===== config.mk =====
export PLATFORM = sky130hd
export DESIGN_NAME = ram_port_arbiter
export DESIGN_NICKNAME = d
export VERILOG_FILES = /design/src/rtl/ram_port_arbiter.sv
export SDC_FILE = /design/constraint.sdc
export NUM_CORES = 1
export LEC_CHECK = 0
export CAP_MARGIN = 20
export CORE_AREA = 2 2 172 174
export DETAILED_ROUTE_END_ITERATION = 7
export DIE_AREA = 0 0 174 176
export GPL_TIMING_DRIVEN = 0
export HOLD_SLACK_MARGIN = 0.1
export PLACE_DENSITY = 0.67
export RECOVER_POWER = 25
export SYNTH_ARGS = -nofsm -noshare
export SYNTH_HDL_FRONTEND = slang
export SYNTH_SLANG_ARGS = --single-unit

===== constraint.sdc =====
create_clock -name clk -period 2.43 [get_ports clk]
set_input_delay 0.3645 -clock clk [delete_from_list [all_inputs] [get_ports clk]]
set_output_delay 0.3645 -clock clk [all_outputs]
set_load 0.02 [all_outputs]

===== src/rtl/ram_port_arbiter.sv =====
// ram_port_arbiter: round-robin two-port arbiter, command sequencer and zero-fill engine for one single-port ram
module ram_port_arbiter #(
    parameter int DATA_WIDTH  = 64,
    parameter int ADDR_WIDTH  = 16,
    parameter int CLEAR_DEPTH = 1 << ADDR_WIDTH
) (
    input  logic                  clk,
    input  logic                  rst_n,
    input  logic                  a_req,
    input  logic                  a_we,
    input  logic [ADDR_WIDTH-1:0] a_addr,
    input  logic [DATA_WIDTH-1:0] a_wdata,
    output logic                  a_gnt,
    output logic                  a_rvalid,
    output logic [DATA_WIDTH-1:0] a_rdata,
    input  logic                  b_req,
    input  logic                  b_we,
    input  logic [ADDR_WIDTH-1:0] b_addr,
    input  logic [DATA_WIDTH-1:0] b_wdata,
    output logic                  b_gnt,
    output logic                  b_rvalid,
    output logic [DATA_WIDTH-1:0] b_rdata,
    input  logic                  clr_start,
    output logic                  clr_busy,
    output logic                  clr_done,
    output logic [ADDR_WIDTH-1:0] ram_address,
    output logic [DATA_WIDTH-1:0] ram_d,
    input  logic [DATA_WIDTH-1:0] ram_q,
    output logic                  ram_cs,
    output logic                  ram_web
);
    typedef enum logic {SERVE, CLEAR} state_t;

    // One extra bit so a full-depth clear never wraps before its last word
    localparam logic [ADDR_WIDTH:0] CNT_LAST = (ADDR_WIDTH+1)'(CLEAR_DEPTH - 1);

    state_t                state_q, state_d;
    logic                  rr_q, rr_d;
    logic [ADDR_WIDTH:0]   cnt_q, cnt_d;
    logic                  cs_q, cs_d;
    logic                  web_q, web_d;
    logic [ADDR_WIDTH-1:0] addr_q, addr_d;
    logic [DATA_WIDTH-1:0] wd_q, wd_d;
    logic                  tag_rd_q, tag_rd_d;
    logic                  tag_b_q, tag_b_d;
    logic                  a_rvalid_q, a_rvalid_d;
    logic                  b_rvalid_q, b_rvalid_d;
    logic [DATA_WIDTH-1:0] a_rdata_q, a_rdata_d;
    logic [DATA_WIDTH-1:0] b_rdata_q, b_rdata_d;
    logic                  clr_done_q, clr_done_d;
    logic                  serve;
    logic                  clearing;
    logic                  cnt_last;

    // Grant decision: a clear request blocks grants; on contention rr_q=1 favours B
    always_comb begin
        serve = (state_q == SERVE) && !clr_start;
        a_gnt = serve && a_req && (!b_req || !rr_q);
        b_gnt = serve && b_req && (!a_req || rr_q);
    end

    // Next-state, registered ram command, read tag and read-return capture
    always_comb begin
        clearing   = (state_q == CLEAR);
        cnt_last   = clearing && (cnt_q == CNT_LAST);
        state_d    = clearing ? (cnt_last ? SERVE : CLEAR) : (clr_start ? CLEAR : SERVE);
        cnt_d      = (clearing && !cnt_last) ? cnt_q + 1'b1 : '0;
        clr_done_d = cnt_last;
        rr_d       = a_gnt ? 1'b1 : b_gnt ? 1'b0 : rr_q;
        cs_d       = clearing || a_gnt || b_gnt;
        web_d      = clearing ? 1'b0 : a_gnt ? !a_we : b_gnt ? !b_we : 1'b1;
        addr_d     = clearing ? cnt_q[ADDR_WIDTH-1:0] : a_gnt ? a_addr : b_gnt ? b_addr : addr_q;
        wd_d       = clearing ? '0 : a_gnt ? a_wdata : b_gnt ? b_wdata : wd_q;
        tag_rd_d   = (a_gnt && !a_we) || (b_gnt && !b_we);
        tag_b_d    = b_gnt;
        a_rvalid_d = tag_rd_q && !tag_b_q;
        b_rvalid_d = tag_rd_q && tag_b_q;
        a_rdata_d  = a_rvalid_d ? ram_q : a_rdata_q;
        b_rdata_d  = b_rvalid_d ? ram_q : b_rdata_q;
    end

    // All state, including the SERVE/CLEAR FSM, with asynchronous reset
    always_ff @(posedge clk or negedge rst_n) begin
        if (!rst_n) begin
            state_q    <= SERVE;
            rr_q       <= 1'b0;
            cnt_q      <= '0;
            cs_q       <= 1'b0;
            web_q      <= 1'b1;
            addr_q     <= '0;
            wd_q       <= '0;
            tag_rd_q   <= 1'b0;
            tag_b_q    <= 1'b0;
            a_rvalid_q <= 1'b0;
            b_rvalid_q <= 1'b0;
            a_rdata_q  <= '0;
            b_rdata_q  <= '0;
            clr_done_q <= 1'b0;
        end else begin
            state_q    <= state_d;
            rr_q       <= rr_d;
            cnt_q      <= cnt_d;
            cs_q       <= cs_d;
            web_q      <= web_d;
            addr_q     <= addr_d;
            wd_q       <= wd_d;
            tag_rd_q   <= tag_rd_d;
            tag_b_q    <= tag_b_d;
            a_rvalid_q <= a_rvalid_d;
            b_rvalid_q <= b_rvalid_d;
            a_rdata_q  <= a_rdata_d;
            b_rdata_q  <= b_rdata_d;
            clr_done_q <= clr_done_d;
        end
    end

    assign ram_cs      = cs_q;
    assign ram_web     = web_q;
    assign ram_address = addr_q;
    assign ram_d       = wd_q;
    assign a_rvalid    = a_rvalid_q;
    assign b_rvalid    = b_rvalid_q;
    assign a_rdata     = a_rdata_q;
    assign b_rdata     = b_rdata_q;
    assign clr_busy    = (state_q == CLEAR);
    assign clr_done    = clr_done_q;
endmodule


==> results.md <==
* Post-synth EDFFs at 0
* Post-Synthesis Cells at between 800 and 900
* Critical Path AT at between 1.5 and 2 ns
* Vias in the first global route at between 8,000 and 9,000
* Pre-antenna DRT Iters at 5
* Peak supply drop at 0.0004907 V
* Synthesized flop and latch total at about 230
* Fmax at between 400 and 500 MHz
* Number of vias per cell at approximately 4.8
* Initial Util at a little over a third
* Clock network fraction of total power at between 30% and 40%
* PortBufs at 446
* Internal power at 7671 uW
* Crit path max fanout at 19
* Starting DRC count in detailed routing at 466
* Nets@finish at 1,599
* Core area at 28,550 um2
* Met2 Routed Length at about 16,000 um
* Share of cells above drive strength 1 at 10.06%
* Flop pwr share at roughly 43%
* Total power at roughly 10,000 uW
* Post-route clock period utilization at between 90% and 100%
* Clk buf depth at 3
* Slew @ Worst Pin at roughly 1.1 ns
* Synth warn at 0
* Number of buffers created by CTS at 26
* Routed Antenna Nets at 0
* CTS clk-pin slew, worst paths at approximately 0.060 ns
* Top cells by area, synth: dfrtp_1 58%, mux2i_1 8.1%, nand2_1 7.4%
* Syn-to-layout area delta at 59.04%
* Setup violators final at 0
* RD Place Congestion at between 0.8 and 0.9
* Skew-Pair Late Insertion Delay at ~0.53 ns
* Multi-input combinational cell area at about 3800 um2
* Die area at 30,620 um2
* Async SR Flop Fraction at between 90% and 100%
* WL/cell at between 15 and 20 um
* Final Hold Viols at 0
* Sequential share of the synthesized area at between 50% and 60%
* Outcome: complete, no violations
* Min-Delay Path Class: primary input to register
* Crit path kind: register to output pin
* PD cells at approximately 650 nW/um2
* Global-route wire length before repair at approximately 50,000 um
* Top-area cell type share of the netlist area at around three fifths
* Critical Path RT at ~2.1 ns
* Synthesized area at ~10,000 um2
* GR Overflow Total at 0
* Top FF cell, synth: dfrtp_1
* Residual DRC count at 0
* Syn_area_per_cell at between 10 and 15 um2
* Leading area contributor after synthesis: dfrtp_1
* Total routed wirelength at 32,880 um
* Die Height at 176 um
* Post-route worst setup slack at between 0.15 and 0.2 ns
* M1 WL at approximately 13,000 um
* Clock Skew at between 0.015 and 0.02 ns
* Final min period at approximately 2.3 ns
* Initial antenna violation count at 3
* Gr usage total at between 20% and 30%
* Synth cell types at 35
* Seq. cell area at slightly below 6000 um2
* Highest Signal Layer: met4
* Post-DP HPWL at 25,510 um
* # fillers at about 2,500
* Slew Viols, Final at 0
* Net Sw Frac at about 25%
* Count leader, synth: dfrtp_1
* I/O pins at approximately 450
* P_sw at 2614 uW
* Via count at about 8,500
* Largest net degree at the start of global routing at 112
* Util after Layout at 55.72%
* Post-Place Setup Slack at -0.3915 ns
* CTS H-tree lvls at 1
* Setup tns final at 0 ns
* Max-cap violations at 0
* Post-Syn Nets at between 1,000 and 1,500
* Crit start category: register
* Top post-synthesis cells by count: 233 x dfrtp_1, 198 x nand2_1, 81 x mux2i_1
* Comb power frac at a little under a fifth
* Slew margin rel. at ~28%
* Clk sinks at ~230
* Site Rows at between 60 and 70
* Chip Width at approximately 170 um
* RSZ-0062 raised after global routing: no
* P_leak at between 0.006 and 0.007 uW
* TritonCTS clock tree: built
* Root Buffer: clkbuf_16
* Met3 WL at between 2000 and 3000 um
* Hold Slack at about 0.38 ns
* Setup crit end kind: output pin
-- final cells by class --
| cell class | count | area share [%] |
|---|---|---|
| Buffer | 57 | 1.857 |
| Tap cell | 384 | 3.021 |
| Antenna cell | 1 | 0.01573 |
| Timing Repair Buffer | 451 | 28.53 |
| Inverter | 23 | 0.5428 |
| Clock inverter | 8 | 0.7395 |
| Sequential cell | 234 | 36.82 |
| Clock buffer | 37 | 4.736 |
| Multi-Input combinational cell | 572 | 23.73 |
-- layout by cell type (no fill, tap or decap), drive strengths merged, types with 3 or more instances in the layout --
cell type | netlist | routed
o21ai | 68 | 68
clkbuf | 30 | 67
bufinv | 0 | 3
nor2 | 17 | 17
nand3 | 8 | 8
nand2b | 4 | 4
a221oi | 17 | 17
ha | 3 | 3
nand2 | 198 | 198
inv | 23 | 23
nand4 | 3 | 3
nor3 | 19 | 19
or3 | 3 | 3
clkdlybuf4s50 | 0 | 443
xnor2 | 9 | 9
mux2i | 81 | 81
buf | 29 | 32
mux2 | 64 | 64
nor4 | 5 | 5
dfrtp | 233 | 233
a21oi | 4 | 4
nand3b | 64 | 64
clkinv | 0 | 4
-- critical path: stages, from the launching register on --
cell and delay [ns]:
dfrtp_1 0.47, nor2_4 0.17, nand3_2 0.10, inv_2 0.08, buf_8 0.23, clkdlybuf4s15_2 0.30
-- flip-flops by register name (all words and copies together) (netlist names), 16 cells and up --
signal	cells
b_rdata	64
ram_address	16
cnt_q	17
a_rdata	64
ram_d	64
-- kinds of logic (layout without fill, tap and decap cells) --
logic type | Yosys count | count (layout) | share of synthesized area, %
simple gates | 322 | 322 | 15.45
flops | 234 | 234 | 58.56
mux | 145 | 145 | 15.31
compound gates | 93 | 93 | 5.593
buf+inv | 82 | 576 | 3.916
xor+xnor | 9 | 9 | 0.7882
fa+ha+maj | 3 | 3 | 0.3754
other cells | 0 | 1 | 0
-- metrics by stage --
stage          area, um2  cells
2_1_floorplan      10000    888
3_3_place_gp       14950   1718
3_5_place_dp       15010   1720
4_1_cts            15900   1765
5_1_grt            15900   1766
6_report           15910   1767
-- routing by layer --
metal / track usage, % / vias to the layer above
li1: - / 3993
met1: 25.56 / 4043
met2: 36.24 / 345
met3: 5.426 / 70
met4: 7.773 / 0
met5: 0 / -
-- final timing paths --
| kind | from | endpoint | slack, ns | cells after the start |
|---|---|---|---|---|
| setup / recovery | clr_busy | a_gnt | 0.17 | 5 |
| hold / removal | ram_q[6] | a_rdata[6] | 0.38 | 3 |
| setup reg to reg | cnt_q[7] | cnt_q[12] | 0.31 | 6 |
| hold reg to reg | a_rdata[44] | a_rdata[44] | 0.47 | 2 |
| max in group asynchronous | rst_n | a_rdata[21] | 0.77 | 3 |
| min in group asynchronous | rst_n | ram_d[17] | 0.57 | 2 |
-- power by group through the flow --
stage / Sequential (uW) / Combinational [uW] / Clock, uW
global placement: 4480 / 1850 / 0
detailed placement: 4490 / 1880 / 0
floorplan: 4790 / 389 / 0
global route: 4460 / 2000 / 4260
CTS: 4420 / 1890 / 4100
finish: 4420 / 1870 / 3990
-- timing repair --
item / in CTS / in global routing
endpoints found under the hold margin: 233 / 0
resized for setup: 8 / 3
buffers inserted: 0 / 2
hold buffers: 1 / 0
pin swaps: 0 / 1
setup endpoints to repair: 13 / 11
Note: power is estimated with default switching activity, not from simulation.
